`src/rtl/prog_loader.sv`:
```
// prog_loader: streams a program into CPU memory over valid/ready, holds the
// CPU in reset while loading, then releases it and counts run clocks until
// the CPU halts or the cycle limit is reached.
module prog_loader #(
   parameter int AWIDTH     = 5,
   parameter int DWIDTH     = 8,
   parameter int CWIDTH     = 16,
   parameter int MAX_CYCLES = 1023
) (
   input  logic              clk_in,
   input  logic              rst_in,
   input  logic              start,
   input  logic [AWIDTH:0]   len_in,
   input  logic              in_valid,
   input  logic [DWIDTH-1:0] in_data,
   output logic              in_ready,
   output logic              mem_wr,
   output logic [AWIDTH-1:0] mem_addr,
   output logic [DWIDTH-1:0] mem_wdata,
   output logic              cpu_rst,
   input  logic              cpu_halt,
   output logic              busy,
   output logic              done,
   output logic              timeout,
   output logic [CWIDTH-1:0] cycles
);

   // Memory depth as a length value (2**AWIDTH); longer requests clamp to it.
   localparam logic [AWIDTH:0]   DEPTH = {1'b1, {AWIDTH{1'b0}}};
   localparam logic [CWIDTH-1:0] CMAX  = CWIDTH'(MAX_CYCLES);

   typedef enum logic [2:0] {
      IDLE = 3'd0,
      LOAD = 3'd1,
      CRST = 3'd2,
      RUN  = 3'd3,
      DONE = 3'd4
   } state_t;

   state_t state;
   state_t next_state;

   // ptr is one bit wider than the address so it can reach DEPTH without wrapping.
   logic [AWIDTH:0] len_q;
   logic [AWIDTH:0] ptr;
   logic            accept;
   logic            start_ok;
   logic            last_beat;
   logic            limit_hit;

   // State register.
   always_ff @(posedge clk_in) begin
      if (rst_in) begin
         state <= IDLE;
      end else begin
         state <= next_state;
      end
   end

   // Next-state logic and the outputs decoded directly from state.
   always_comb begin
      next_state = state;
      in_ready   = (state == LOAD);
      busy       = (state == LOAD) || (state == CRST) || (state == RUN);
      done       = (state == DONE);
      start_ok   = start && ((state == IDLE) || (state == DONE));
      accept     = in_valid && (state == LOAD);
      last_beat  = (ptr == (len_q - 1'b1));
      limit_hit  = (cycles >= (CMAX - 1'b1));
      case (state)
         IDLE, DONE: begin
            if (start) begin
               next_state = (len_in != '0) ? LOAD : CRST;
            end
         end
         LOAD: begin
            if (accept && last_beat) begin
               next_state = CRST;
            end
         end
         CRST: begin
            next_state = RUN;
         end
         RUN: begin
            if (cpu_halt || limit_hit) begin
               next_state = DONE;
            end
         end
         default: begin
            next_state = IDLE;
         end
      endcase
   end

   // Registered outputs: write port, CPU reset, run counter and load pointer.
   always_ff @(posedge clk_in) begin
      if (rst_in) begin
         mem_wr    <= 1'b0;
         mem_addr  <= '0;
         mem_wdata <= '0;
         cpu_rst   <= 1'b1;
         timeout   <= 1'b0;
         cycles    <= '0;
         len_q     <= '0;
         ptr       <= '0;
      end else begin
         mem_wr  <= accept;
         // CPU stays out of reset through DONE so a halted CPU remains frozen.
         cpu_rst <= !((next_state == RUN) || (next_state == DONE));
         if (accept) begin
            mem_addr  <= ptr[AWIDTH-1:0];
            mem_wdata <= in_data;
            ptr       <= ptr + 1'b1;
         end
         if (start_ok) begin
            len_q   <= (len_in > DEPTH) ? DEPTH : len_in;
            cycles  <= '0;
            timeout <= 1'b0;
            ptr     <= '0;
         end
         if ((state == RUN) && !cpu_halt) begin
            if (limit_hit) begin
               cycles  <= CMAX;
               timeout <= 1'b1;
            end else begin
               cycles <= cycles + 1'b1;
            end
         end
      end
   end

endmodule

```
`config.mk`:
```
export PLATFORM = sky130hd
export DESIGN_NAME = prog_loader
export DESIGN_NICKNAME = d
export VERILOG_FILES = /design/src/rtl/prog_loader.sv
export SDC_FILE = /design/constraint.sdc
export NUM_CORES = 1
export LEC_CHECK = 0
export BUFFER_PORTS_ARGS = -buffer_cell sky130_fd_sc_hd__clkbuf_2
export CORE_ASPECT_RATIO = 1.75
export CORE_MARGIN = 2
export CORE_UTILIZATION = 56
export CTS_BUF_LIST = sky130_fd_sc_hd__clkbuf_4 sky130_fd_sc_hd__clkbuf_8 sky130_fd_sc_hd__clkbuf_16
export CTS_CLUSTER_SIZE = 10
export DETAILED_ROUTE_END_ITERATION = 6
export PLACE_DENSITY_LB_ADDON = 0.1
export SYNTH_ARGS = -nofsm -noshare
export SYNTH_HDL_FRONTEND = slang
export SYNTH_SLANG_ARGS = --single-unit
```
`constraint.sdc`:
```
create_clock -name clk_in -period 2.9 [get_ports clk_in]
set_input_delay 0.145 -clock clk_in [delete_from_list [all_inputs] [get_ports clk_in]]
set_output_delay 0.145 -clock clk_in [all_outputs]
set_load 0.01 [all_outputs]
```
# After elaboration in Yosys (flattened, before gate mapping)
# Index checks and enable logic that the tools add are counted.
[op_classes]
n_shift = 0
n_eq_ne = 7
n_reduce_logical = 16
bitwise = 0
n_addsub = 3
magnitude_cmp = 2
div_mod_pow = 0
mux = 12
mul = 0
[ops]
columns = ["op", "n"]
rows = [
  ["two-way mux 16 bit", 3],
  ["adder 16 x 1 -> 16 bit (second input constant)", 1],
  ["greater-or-equal comparator 16 x 10 -> 1 bit (second input constant)", 1],
  ["case mux 3 bit (4 select lines)", 1],
  ["== test 3 x 2 -> 1 bit (second input constant)", 3],
  ["two-way mux 3 bit", 3],
  ["adder 6 x 1 -> 6 bit (second input constant)", 1],
  ["== test 3 bit (second input constant)", 2],
  ["== test 6 bit", 1],
  ["greater-than comparator 6 bit (second input constant)", 1],
  ["two-way mux 6 bit", 1],
  ["nonzero test 6 bit", 1],
  ["subtractor 6 x 1 -> 6 bit (second input constant)", 1],
  ["logical OR 1 bit", 5],
  ["logical AND 1 bit", 4],
  ["OR reduction 2 bit", 2],
  ["== test 3 x 1 -> 1 bit (second input constant)", 1],
  ["zero test 3 bit", 1],
  ["two-way mux 1 bit", 3],
  ["zero test 1 bit", 2],
  ["two-way mux 2 bit", 1],
  ["nonzero test 2 bit", 1],
]
[word_totals]
latch_bits = 0
mem_bits_ro = 0
reg_bits = 47
wordCells = 49
out_inout_bits = 35
mem_bits_rw = 0
inputBits = 19
memories = 0

# Longest topological paths before layout
# Gate-level depths: netlist (run 1).
[depth]
word_depth = 8
ltp_mapped = 9
mapped_depth_nobuf = 8

# Least setup slack after synthesis (run 1)
# Ideal clock, no wire load.
[synth_timing]
kind = "register to register"
start = "reg len_q[0]"
end = "reg state[0]"
path_stages_with_launch = 9
slack_ps = 1063
arrival_time_ps = 1714
required_ps = 2777
n_path_buf = 0
setup_time_ps = 123
synth_period_minus_slack_ps = 1837
path_cell_list = "dfxtp_1 > inv_1 > ha_1 > xor2_1 > nor2_1 > a21oi_1 > a2111o_1 > a221o_1 > nor2b_1"
[synth_via]
elab_chain_cells = 5
[synth_lines]
columns = ["element", "line_no", "source"]
rows = [
  ["start: declaration", "44", "logic [AWIDTH:0] len_q;"],
  ["start signal: assignment", "116", "len_q <= (len_in > DEPTH) ? DEPTH : len_in;"],
  ["subtractor 6 x 1 -> 6 bit", "68", "last_beat = (ptr == (len_q - 1'b1));"],
  ["== test 6 bit", "68", ""],
  ["logical AND 1 bit", "77", "if (accept && last_beat) begin"],
  ["two-way mux 3 bit", "77", ""],
  ["case mux 3 bit (4 select lines)", "70", "case (state)"],
  ["end signal: assignment", "56", "state <= next_state;"],
  ["end: declaration", "40", "state_t state;"],
]
# No other way between the ends.
# A chain may end at the register's enable or synchronous reset.

# Worst setup path in the final report (run 1)
[layout_timing]
start = "reg state[0]"
end = "reg state[0]"
[layout_via]
elab_chain_cells = 5
word_cells_on_any_way = 12
cone_classes = "4 x eq/ne; 4 x mux; 4 x reduce/logical"
[layout_lines]
columns = ["element", "line_no", "source"]
rows = [
  ["== test 3 x 1 -> 1 bit", "67, 70", ""],
  ["logical AND 1 bit", "67", "accept = in_valid && (state == LOAD);"],
  ["logical AND 1 bit", "77", ""],
  ["two-way mux 3 bit", "77", ""],
  ["case mux 3 bit (4 select lines) (*)", "70", ""],
]
# Mark *: on every way between the ends. The rest lies on a longest branch, timed or not.

==> reports/qor.json, run 1 <==
{
  "outcome": "finished, final reports clean",
  "first_pass_iters": 4,
  "cts_setup_buffers": 0,
  "i_o_buffers": 53,
  "grt_max_degree": 36,
  "clock.fmax_ghz": 0.467,
  "rr_endpoint": "state[0]",
  "dieHeight_um": 86.4,
  "antennaDiodeCount": 0,
  "worstPathRequired_ps": 3070,
  "minimum_clock_period_ps": 2140,
  "core_mm2": 0.00379,
  "cp_max_fo": 20,
  "worst-path-buf-inv": 1,
  "final.period_utilization_pct": 73.9,
  "drt_iter0_drc": 64,
  "synthFlopType": "sky130_fd_sc_hd__dfxtp_1",
  "fin_tns_setup_ps": 0,
  "timing.setup.critical_path_class": "flop to flop",
  "cts_max_path_buffers": 2,
  "hold-path-endpoint": "mem_wdata[1]",
  "finalCoreUtilization_pct": 67.8,
  "grt_setup_unrepaired": "no",
  "cts_tree": "yes",
  "effective_utilization_at_floorplan_pct": 57.4,
  "async_reset_ff_share_pct": 0,
  "intPower_uw": 956,
  "synth_top_cell_area_share_pct": 43.3,
  "place_hpwl_um": 3690,
  "cts_resized": 0,
  "rrSetupSlack_ps": 760,
  "combinationalPowerShare_pct": 9.1,
  "io-pin-count": 54,
  "cts.htree.levels": 2,
  "number_of_nets_still_failing_antenna_checks_after_routing": 0,
  "vdd.ir_drop.worst_uv": 379,
  "crit_family": "simple AND/OR/NAND/NOR gates",
  "hold_viol_final": 0,
  "worstRegToRegCells": 7,
  "cts-buffers-inserted": 5,
  "finalWirelength_um": 5060,
  "ys_top_cells_by_area": "sky130_fd_sc_hd__dfxtp_1 (43%), sky130_fd_sc_hd__nand2_1 (8.8%), sky130_fd_sc_hd__a21oi_1 (8.3%), sky130_fd_sc_hd__nor2_1 (5.4%), sky130_fd_sc_hd__xor2_1 (3.6%)",
  "clock_power_share_pct": 37.5,
  "maxCapViolCount": 0,
  "min-delay-start": "in_data[1]",
  "row_count": 30,
  "post_route_cells_drive_above_1_share_pct": 21.1,
  "power_per_cell_area_mw_per_mm2": 488,
  "power.sequential.fraction_pct": 53.4,
  "synth_top_cells_by_count": "sky130_fd_sc_hd__nand2_1 (51), sky130_fd_sc_hd__dfxtp_1 (47), sky130_fd_sc_hd__a21oi_1 (36), sky130_fd_sc_hd__nor2_1 (31), sky130_fd_sc_hd__o21ai_0 (12)",
  "clk_root_buffer_cell": "sky130_fd_sc_hd__clkbuf_8",
  "syn-mean-instance-area_um2": 7.97,
  "report.final.setup_viol": 0,
  "design.die.area_mm2": 0.00442,
  "slowest_stage": "sky130_fd_sc_hd__dfxtp_1",
  "grt_util_all_layers_pct": 24.8,
  "number_of_warnings_reported_in_the_yosys_synthesis_log": 0,
  "route.detailed.wl_per_inst_um": 13.6,
  "yosysTopAreaCell": "sky130_fd_sc_hd__dfxtp_1",
  "grt_pass1_wl_um": 8400,
  "worst_hold_path_class": "input port to flop",
  "final.setup_skew_ps": 8.86,
  "area_delta_synth_final_pct": 18.2,
  "drt_drc_violations_left": 0,
  "yosysMostFrequentCell": "sky130_fd_sc_hd__nand2_1",
  "synth_cells": 273,
  "worstReg2RegStart": "state[0]",
  "power.static_leakage_uw": 0.00103,
  "cts_hold_repair.buffers": 0,
  "critical_path.startpoint_type": "flop",
  "routed_via_density": 5.63,
  "clkTransAtPathRegs_ps": 90,
  "antenna_violations_before_repair": 0,
  "gp_routability_congestion": 0.825,
  "layout_nets": 346,
  "critical_path.endpoint_type": "flop",
  "power_dissipated_by_switching_net_loads_uw": 299,
  "netSwitchingFraction_pct": 23.8,
  "final-max-slew-violation-count": 0,
  "fp.dieW_um": 51.1,
  "crit_cells": 7,
  "clock_sink_count": 47,
  "max_stage_delay_ps": 470,
  "relSlewSlack_pct": 51.6,
  "total_via_count_after_detailed_routing": 2088,
  "synth_cell_type_count": 40,
  "hold-path-cell-count": 3,
  "hold_slack_ps": 57.7,
  "number_of_flops_mapped_to_enable_cells_by_yosys": 0,
  "postSynthRegisterBits": 47,
  "cp_cell_sequence": "nor3b_4, and2_1, buf_4, nand4_1, a2111o_1, a221o_1, nor2b_1",
  "yosysSeqAreaShare_pct": 43.3,
  "skew_pair_late_insertion_delay_ps": 300,
  "first_global_vias": 1930,
  "grt_overflow_total": 0,
  "worstPathArrival_ps": 2310,
  "synth_fp_nets": 296,
  "post_synth_instance_area_mm2": 0.00217,
  "worst_pin_slew_ps": 726
}
-- per-stage QoR --
| stage | setup WS (ps) | instances | total power, uW | instance area (um2) |
|---|---|---|---|---|
| detailed placement | 762 | 364 | 800 | 2460 |
| CTS | 755 | 371 | 1260 | 2570 |
| finish | 758 | 371 | 1250 | 2570 |
| global route | 601 | 371 | 1300 | 2570 |
| global placement | 816 | 364 | 798 | 2460 |
| floorplan | 1060 | 273 | 759 | 2170 |
-- placed cells by master, fill, tap and decap left out, drive strengths merged, types with 2 or more instances in the layout --
master,instances
nor4,4
o21a,2
clkbuf,58
nand4,6
xnor2,5
nor2,31
and3,2
nor3,5
buf,2
xor2,9
nor2b,3
nand3,3
nor3b,2
inv,4
ha,4
o21ai,12
nand3b,7
or2,3
a221oi,2
a21oi,36
nand2,51
and2,3
a31oi,5
nand2b,4
o211ai,3
dfxtp,47
-- how the worst max path moves through the flow --
stage | startpoint | to | slack [ps]
after floorplan | len_q[0] | state[0] | 1060
after global placement | state[0] | state[0] | 820
after detailed placement | state[0] | state[0] | 760
after CTS | state[0] | state[0] | 760
after global routing | state[0] | state[0] | 600
final | state[0] | state[0] | 760
-- metal layers --
layer	track usage, %	share of wire [%]	wire (um)	up-vias
li1	-	-	-	1048
met1	25.8	39	1970	983
met2	47.0	55	2780	46
met3	3.97	3.7	187	11
met4	10.8	2.5	125	0
met5	0	0	0	-
-- state kept, by name (all words and copies together) (netlist names) --
signal and cells:
mem_addr 5, cpu_rst 1, timeout 1, ptr 6, cycles 16, state 3, mem_wr 1, len_q 6
mem_wdata 8
-- kinds of logic (layout without fill, tap and decap cells) --
group                    Yosys count  after routing  synth area share, %
AND/OR/NAND/NOR                  127            127                 28.6
AO/OA/AOI/OAI                     64             64                 16.7
flip-flops                        47             47                 43.3
buffers and inverters             16             66                 3.05
multiplexers                       1              1                0.460
XOR/XNOR                          14             14                 5.64
adder cells (fa/ha/maj)            4              4                 2.30
-- tightest hold or removal path, stage by stage --
cell	delay, ps
sky130_fd_sc_hd__clkbuf_2	80
sky130_fd_sc_hd__nand2_1	50
sky130_fd_sc_hd__a21oi_1	50
-- power by group through the flow --
stage | logic, uW | registers, uW | clock network (uW)
2_1_floorplan | 75.7 | 683 | 0
3_3_place_gp | 114 | 684 | 0
3_5_place_dp | 115 | 685 | 0
4_1_cts | 115 | 670 | 478
5_1_grt | 128 | 671 | 503
6_report | 114 | 670 | 471
-- final cells by class --
cell class,count,area [um2]
fill,344,1220
multi-input combinational,210,1170
sequential,47,941
timing repair buffer,55,280
clock buffer,5,68.8
tap,48,60.1
clock inverter,2,37.5
inverter,4,15.0
Note: power is estimated with default switching activity, not from simulation.
==> run 2, diff against run 1 <==
--- a/config.mk
+++ b/config.mk
@@ -8,7 +8,7 @@
 export BUFFER_PORTS_ARGS = -buffer_cell sky130_fd_sc_hd__clkbuf_2
 export CORE_ASPECT_RATIO = 1.75
 export CORE_MARGIN = 2
-export CORE_UTILIZATION = 56
+export CORE_UTILIZATION = 52
 export CTS_BUF_LIST = sky130_fd_sc_hd__clkbuf_4 sky130_fd_sc_hd__clkbuf_8 sky130_fd_sc_hd__clkbuf_16
 export CTS_CLUSTER_SIZE = 10
 export DETAILED_ROUTE_END_ITERATION = 6
==> constraint.sdc (replaced) <==
create_clock -name clk_in -period 2.09 [get_ports clk_in]
set_input_delay 0.1045 -clock clk_in [delete_from_list [all_inputs] [get_ports clk_in]]
set_output_delay 0.1045 -clock clk_in [all_outputs]
set_load 0.01 [all_outputs]
==> run 2 against run 1 <==
Count of clock-buffer cells in the layout is the same; sequential cell count did not move; power increased by 41%; clock skew is 0.71 ps higher; global-route usage down 1.0 points; clock power increased by 42%; setup slack worse by 620 ps; cell count up 3.8%; critical endpoint unchanged.
==> reports/qor.json, run 2 (synthesis gave the netlist of run 1 again) <==
{
  "outcome": "finished, final reports clean",
  "post_route_cells_drive_above_1_share": {"value": 24.4, "unit": "%", "change": "+3.4 points"},
  "crit_family": "compound AO/OA/AOI/OAI gates",
  "finalWirelength": {"value": 5300, "unit": "um", "change": "+4.8%"},
  "area_delta_synth_final_pct": 23.0,
  "multi_input_area": {"value": 0.00117, "unit": "mm2", "change": "+0.64%"},
  "combinationalPowerShare": {"value": 9.8, "unit": "%", "change": "+0.7 points"},
  "worstPathRequired": {"value": 2270, "unit": "ps", "change": "-800 ps"},
  "i_o_buffers": {"value": 53, "change": "unchanged"},
  "timing.setup.critical_path_class": "flop to flop",
  "worstReg2RegStart": "len_q[0]",
  "grt_util_all_layers": {"value": 23.8, "unit": "%", "change": "-1.0 points"},
  "post_layout_nonfiller_instances": {"value": 385, "change": "+3.8%"},
  "reg_top3": "cycles (16), mem_wdata (8)",
  "biggest_register": "cycles",
  "vdd.ir_drop.worst": {"value": 606, "unit": "uV", "change": "+60%"},
  "skew_pair_late_insertion_delay": {"value": 300, "unit": "ps", "change": "about the same"},
  "cp-startpoint": "len_q[0]",
  "worstRegToRegCells": {"value": 8, "change": "+1"},
  "row_count": {"value": 31, "change": "+3.3%"},
  "minimum_clock_period": {"value": 1950, "unit": "ps", "change": "-189 ps"},
  "route.detailed.wl_per_inst": {"value": 13.8, "unit": "um", "change": "+1.0%"},
  "fillCellCount": {"value": 389, "change": "+13%"},
  "hold_viol_final": {"value": 0, "change": "unchanged"},
  "fin_tns_setup": {"value": 0, "unit": "ps", "change": "unchanged"},
  "maxCapViolCount": {"value": 0, "change": "unchanged"},
  "worst-path-buf-inv": {"value": 1, "change": "unchanged"},
  "power.static_leakage": {"value": 0.00111, "unit": "uW", "change": "+7.0%"},
  "final-max-slew-violation-count": {"value": 0, "change": "unchanged"},
  "cts_max_path_buffers": {"value": 2, "change": "unchanged"},
  "relSlewSlack": {"value": 68.4, "unit": "%", "change": "+17 points"},
  "grt_overflow_total": {"value": 0, "change": "unchanged"},
  "drt_drc_violations_left": {"value": 0, "change": "unchanged"},
  "netSwitchingFraction": {"value": 24.1, "unit": "%", "change": "+0.30 points"},
  "cts_setup_buffers": {"value": 0, "change": "unchanged"},
  "slowest_stage": "sky130_fd_sc_hd__dfxtp_1",
  "clk_root_buffer_cell": "sky130_fd_sc_hd__clkbuf_8",
  "cts_tree": "yes",
  "critical_path.endpoint_type": "flop",
  "routed_via_density": {"value": 5.51, "change": "-2.0%"},
  "cp_cell_sequence": "inv_1, ha_1, xor2_1, nor2_1, a21oi_1, a2111o_1, a221o_1, nor2b_1",
  "antennaDiodeCount": {"value": 0, "change": "unchanged"},
  "crit_cells": {"value": 8, "change": "+1"},
  "clock_sink_count": {"value": 47, "change": "unchanged"},
  "grt_setup_unrepaired": "no",
  "final.setup_skew": {"value": 9.57, "unit": "ps", "change": "+0.709 ps"},
  "clock.fmax": {"value": 0.512, "unit": "GHz", "change": "+9.6%"},
  "first_pass_iters": {"value": 4, "change": "unchanged"},
  "design.die.area": {"value": 0.00474, "unit": "mm2", "change": "+7.2%"},
  "report.final.setup_viol": {"value": 0, "change": "unchanged"},
  "layout_nets": {"value": 358, "change": "+3.5%"},
  "dieHeight": {"value": 89.5, "unit": "um", "change": "+3.6%"},
  "gp_routability_congestion": {"value": 0.828, "change": "+0.33%"},
  "intPower": {"value": 1340, "unit": "uW", "change": "+40%"},
  "effective_utilization_at_floorplan": {"value": 53.4, "unit": "%", "change": "-4.0 points"},
  "power.sequential.fraction": {"value": 52.4, "unit": "%", "change": "-1.0 points"},
  "place_hpwl": {"value": 3970, "unit": "um", "change": "+7.6%"},
  "worstPathArrival": {"value": 2140, "unit": "ps", "change": "-170 ps"},
  "number_of_nets_still_failing_antenna_checks_after_routing": {"value": 0, "change": "unchanged"},
  "placed_cells": {"value": 377, "change": "+3.6%"},
  "max_stage_delay": {"value": 410, "unit": "ps", "change": "-60 ps"},
  "core": {"value": 0.00407, "unit": "mm2", "change": "+7.4%"},
  "worstSetupEndpoint": "state[0]",
  "cp_max_fo": {"value": 5, "change": "-75%"},
  "first_global_vias": {"value": 1973, "change": "+2.2%"},
  "grt_pass1_wl": {"value": 8520, "unit": "um", "change": "+1.4%"},
  "critical_path.startpoint_type": "flop",
  "power_per_cell_area": {"value": 661, "unit": "mW/mm2", "change": "+35%"},
  "clkTransAtPathRegs": {"value": 90, "unit": "ps", "change": "about the same"},
  "rr_endpoint": "state[0]",
  "antenna_violations_before_repair": {"value": 0, "change": "unchanged"},
  "cts.htree.levels": {"value": 2, "change": "unchanged"},
  "drt_iter0_drc": {"value": 48, "change": "-25%"},
  "total_via_count_after_detailed_routing": {"value": 2123, "change": "+1.7%"},
  "regArea": {"value": 941, "unit": "um2", "change": "unchanged"},
  "grt_max_degree": {"value": 35, "change": "-2.8%"},
  "power_dissipated_by_switching_net_loads": {"value": 426, "unit": "uW", "change": "+43%"},
  "clock_power_share": {"value": 37.8, "unit": "%", "change": "+0.3 points"},
  "final_cell_mix": "sky130_fd_sc_hd__clkbuf_2 (53), sky130_fd_sc_hd__nand2_1 (51), sky130_fd_sc_hd__dfxtp_1 (47)",
  "io-pin-count": {"value": 54, "change": "unchanged"},
  "cts-buffers-inserted": {"value": 5, "change": "unchanged"},
  "final.period_utilization": {"value": 93.5, "unit": "%", "change": "+20 points"},
  "largest_reg_flops": {"value": 16, "change": "unchanged"},
  "rrSetupSlack": {"value": 140, "unit": "ps", "change": "-620 ps"},
  "layout_commonest_cell": "sky130_fd_sc_hd__clkbuf_2",
  "worst_pin_slew": {"value": 473, "unit": "ps", "change": "-253 ps"},
  "worst_hold_path_class": "input port to flop",
  "fp.dieW": {"value": 52.9, "unit": "um", "change": "+3.5%"}
}
run 2: cell types whose count changed in the layout (fill, tap and decap cells not counted), sizes merged:
| cell | previous run | this run |
|---|---|---|
| buf | 2 | 14 |
| clkinv | 0 | 2 |
| clkinvlp | 1 | 0 |
run 2: metal layers:
metal	part of all wire [%]	wire length (um)	GRT usage (%)
met1	39	2060	23.3
met2	56	2970	47.3
met3	3.6	193	3.34
met4	1.4	76	9.79
met5	0	0	0
run 2: area by class of cell:
| type | count | area share [%] |
|---|---|---|
| sequential | 47 | 35.2 |
| clock buffer | 5 | 2.57 |
| clock inverter | 3 | 1.64 |
| multi-input combinational | 210 | 43.9 |
| tap | 49 | 2.29 |
| inverter | 4 | 0.561 |
| timing repair buffer | 67 | 13.8 |
run 2: what timing repair did:
item                                    in CTS  in global routing
endpoints found under the setup margin       0                  1
hold buffers                                 0                  0
resized for setup                            0                  1
run 2: through the flow:
step / instance area [um2] / util, % / setup slack (ps) / hold slack (ps) / total power [uW]
6_report: 2680 / 65.7 / 136 / 15.3 / 1770
5_1_grt: 2680 / 65.7 / 34.2 / 6.35 / 1840
4_1_cts: 2670 / 65.5 / 127 / 11.9 / 1780
3_5_place_dp: 2550 / 62.7 / 131 / 336 / 1120
3_3_place_gp: 2550 / 62.7 / 190 / 326 / 1120
2_1_floorplan: 2170 / - / 253 / 240 / 1050
run 2: worst min path at each step:
stage,startpoint,to,slack [ps],depth (start not counted)
floorplan,len_in[5],len_q[5],240,2
detailed placement,in_data[5],mem_wdata[5],340,3
global route,in_data[5],mem_wdata[5],6,3
global placement,in_data[5],mem_wdata[5],330,3
CTS,in_data[6],mem_wdata[6],10,3
finish,in_data[6],mem_wdata[6],20,3
run 2: power by group through the flow:
stage / Sequential, uW / Combinational (uW) / Clock [uW]
6_report: 926 / 174 / 668
2_1_floorplan: 947 / 105 / 0
3_3_place_gp: 946 / 173 / 0
4_1_cts: 926 / 175 / 678
5_1_grt: 928 / 193 / 714
3_5_place_dp: 947 / 175 / 0
run 2: worst min-delay path, cell delays in order:
cell and delay (ps):
sky130_fd_sc_hd__clkbuf_2 80, sky130_fd_sc_hd__nand2_1 40, sky130_fd_sc_hd__a21oi_1 50
==> run 3, diff against run 2 <==
--- a/config.mk
+++ b/config.mk
@@ -8,7 +8,7 @@
 export BUFFER_PORTS_ARGS = -buffer_cell sky130_fd_sc_hd__clkbuf_2
 export CORE_ASPECT_RATIO = 1.75
 export CORE_MARGIN = 2
-export CORE_UTILIZATION = 52
+export CORE_UTILIZATION = 30
 export CTS_BUF_LIST = sky130_fd_sc_hd__clkbuf_4 sky130_fd_sc_hd__clkbuf_8 sky130_fd_sc_hd__clkbuf_16
 export CTS_CLUSTER_SIZE = 10
 export DETAILED_ROUTE_END_ITERATION = 6
==> run 3 against run 2 <==
Non-clock buffer count is 5 higher; worst hold slack gained 7.7 ps; utilization decreased by 26 points; die area up 68%; clock skew decreased by 2.3 ps; setup slack lost 9.1 ps.
==> reports/qor.json, run 3 (synthesis gave the netlist of run 1 again) <==
{
  "maxCapViolCount": {"value": 0, "change": "unchanged"},
  "min-delay-start": "in_data[5]",
  "post_route_cells_drive_above_1_share": {"value": 25.5, "unit": "%", "change": "+1.1 points"},
  "gp_routability_congestion": {"value": 0.814, "change": "-1.7%"},
  "worst_pin_slew": {"value": 511, "unit": "ps", "change": "+37.9 ps"},
  "dieHeight": {"value": 117, "unit": "um", "change": "+30%"},
  "worstReg2RegStart": "len_q[0]",
  "critical_path.startpoint_type": "flop",
  "minimum_clock_period": {"value": 1960, "unit": "ps", "change": "+9.13 ps"},
  "cts-buffers-inserted": {"value": 5, "change": "unchanged"},
  "fillCellCount": {"value": 774, "change": "+99%"},
  "final_cell_mix": "sky130_fd_sc_hd__clkbuf_2 (53), sky130_fd_sc_hd__nand2_1 (51), sky130_fd_sc_hd__dfxtp_1 (47)",
  "grt_max_degree": {"value": 35, "change": "unchanged"},
  "vdd.ir_drop.worst": {"value": 489, "unit": "uV", "change": "-19%"},
  "fp.dieW": {"value": 68.4, "unit": "um", "change": "+29%"},
  "timing.setup.critical_path_class": "flop to flop",
  "reg_top3": "cycles (16), mem_wdata (8)",
  "antenna_violations_before_repair": {"value": 0, "change": "unchanged"},
  "slowest_stage": "sky130_fd_sc_hd__dfxtp_1",
  "i_o_buffers": {"value": 53, "change": "unchanged"},
  "finalCoreUtilization": {"value": 39.5, "unit": "%", "change": "-26 points"},
  "grt_pass1_wl": {"value": 9490, "unit": "um", "change": "+11%"},
  "drt_drc_violations_left": {"value": 0, "change": "unchanged"},
  "final.period_utilization": {"value": 93.9, "unit": "%", "change": "+0.44 points"},
  "cp-startpoint": "len_q[0]",
  "worstPathArrival": {"value": 2130, "unit": "ps", "change": "about the same"},
  "effective_utilization_at_floorplan": {"value": 30.5, "unit": "%", "change": "-23 points"},
  "report.final.setup_viol": {"value": 0, "change": "unchanged"},
  "largest_reg_flops": {"value": 16, "change": "unchanged"},
  "worst-path-buf-inv": {"value": 1, "change": "unchanged"},
  "power.static_leakage": {"value": 0.00116, "unit": "uW", "change": "+4.8%"},
  "layout_commonest_cell": "sky130_fd_sc_hd__clkbuf_2",
  "first_pass_iters": {"value": 4, "change": "unchanged"},
  "design_power_total": {"value": 2040, "unit": "uW", "change": "+15%"},
  "cts_setup_buffers": {"value": 0, "change": "unchanged"},
  "layout_nets": {"value": 363, "change": "+1.4%"},
  "design.die.area": {"value": 0.00797, "unit": "mm2", "change": "+68%"},
  "finalWirelength": {"value": 5930, "unit": "um", "change": "+12%"},
  "fin_tns_setup": {"value": 0, "unit": "ps", "change": "unchanged"},
  "outcome": "finished, final reports clean",
  "cp_cell_sequence": "inv_1, ha_1, xor2_1, nor2_1, a21oi_1, a2111o_1, a221o_1, nor2b_1",
  "cts_hold_repair.buffers": {"value": 0, "change": "unchanged"},
  "place_hpwl": {"value": 4540, "unit": "um", "change": "+14%"},
  "critical_path.endpoint_type": "flop",
  "rrSetupSlack": {"value": 130, "unit": "ps", "change": "about the same"},
  "clock.fmax": {"value": 0.509, "unit": "GHz", "change": "-0.46%"},
  "hold_viol_final": {"value": 0, "change": "unchanged"},
  "final-max-slew-violation-count": {"value": 0, "change": "unchanged"},
  "row_count": {"value": 41, "change": "+32%"},
  "grt_setup_unrepaired": "no",
  "worstRegToRegCells": {"value": 8, "change": "unchanged"},
  "total_via_count_after_detailed_routing": {"value": 2135, "change": "+0.57%"},
  "clock_sink_count": {"value": 47, "change": "unchanged"},
  "clkTransAtPathRegs": {"value": 70, "unit": "ps", "change": "-20 ps"},
  "hold-path-cell-count": {"value": 3, "change": "unchanged"},
  "cts_tree": "yes",
  "crit_family": "compound AO/OA/AOI/OAI gates",
  "area_delta_synth_final_pct": 29.6,
  "grt_overflow_total": {"value": 0, "change": "unchanged"},
  "final.setup_skew": {"value": 7.28, "unit": "ps", "change": "-2.28 ps"},
  "grt_util_all_layers": {"value": 16.2, "unit": "%", "change": "-7.6 points"},
  "core": {"value": 0.00713, "unit": "mm2", "change": "+75%"},
  "max_stage_delay": {"value": 400, "unit": "ps", "change": "about the same"},
  "rr_endpoint": "state[0]",
  "relSlewSlack": {"value": 65.9, "unit": "%", "change": "-2.5 points"},
  "route.detailed.wl_per_inst": {"value": 13.9, "unit": "um", "change": "+0.86%"},
  "cts_max_path_buffers": {"value": 2, "change": "unchanged"},
  "number_of_nets_still_failing_antenna_checks_after_routing": {"value": 0, "change": "unchanged"},
  "biggest_register": "cycles",
  "clk_root_buffer_cell": "sky130_fd_sc_hd__clkbuf_16",
  "first_global_vias": {"value": 2042, "change": "+3.5%"},
  "skew_pair_late_insertion_delay": {"value": 290, "unit": "ps", "change": "about the same"},
  "cp_max_fo": {"value": 5, "change": "unchanged"},
  "worstPathRequired": {"value": 2260, "unit": "ps", "change": "about the same"},
  "routed_via_density": {"value": 5.00, "change": "-9.3%"},
  "power_per_cell_area": {"value": 724, "unit": "mW/mm2", "change": "+9.6%"},
  "io-pin-count": {"value": 54, "change": "unchanged"},
  "cts.htree.levels": {"value": 2, "change": "unchanged"},
  "antennaDiodeCount": {"value": 0, "change": "unchanged"},
  "drt_iter0_drc": {"value": 87, "change": "+81%"},
  "worst_hold_path_class": "input port to flop",
  "hold-path-endpoint": "mem_wdata[5]"
}
-- run 3: tightest hold or removal path: cells and delay by family --
kind / cells / cell delay, ps
AO/OA/AOI/OAI: 1 / 50
buffers and inverters: 1 / 80
AND/OR/NAND/NOR: 1 / 50
-- run 3: worst max-delay path by stage --
stage	end	depth (start not counted)	slack [ps]
2_1_floorplan	state[0]	8	250
3_3_place_gp	state[0]	8	180
3_5_place_dp	cpu_rst	8	120
4_1_cts	cpu_rst	8	80
5_1_grt	cpu_rst	8	50
6_report	state[0]	8	130
-- run 3: per-stage QoR --
| stage | cells | area [um2] | hold slack [ps] | setup slack [ps] |
|---|---|---|---|---|
| 2_1_floorplan | 273 | 2170 | 240 | 253 |
| 3_3_place_gp | 419 | 2640 | 329 | 179 |
| 3_5_place_dp | 419 | 2640 | 337 | 116 |
| 4_1_cts | 427 | 2810 | 16.3 | 76.8 |
| 5_1_grt | 427 | 2820 | 12.3 | 48.5 |
| 6_report | 427 | 2820 | 22.9 | 127 |
-- run 3: report_power, final --
group,switching (uW),internal [uW]
clock,365,571
combinational,102,75.7
sequential,15.9,912
-- run 3: metal layers --
layer / vias up / wire, um / global-route usage, %
met5: - / 0 / 0
met4: 0 / 184 / 9.07
met3: 13 / 204 / 3.18
met2: 43 / 3270 / 30.2
met1: 1000 / 2270 / 15.9
li1: 1079 / - / -
-- run 3: final cells by class --
type	count	area, um2	area share (%)
multi-input cells	210	1170	41.7
inverters	4	15.0	0.533
clock inverters	3	47.5	1.69
flip-flops and latches	47	941	33.4
repair buffers	72	408	14.5
well taps	86	108	3.82
clock buffers	5	125	4.44
-- run 3: what timing repair did --
item | in CTS | in global routing
resized for setup | 0 | 1
endpoints found under the setup margin | 0 | 1
hold endpoints to repair | 0 | 0
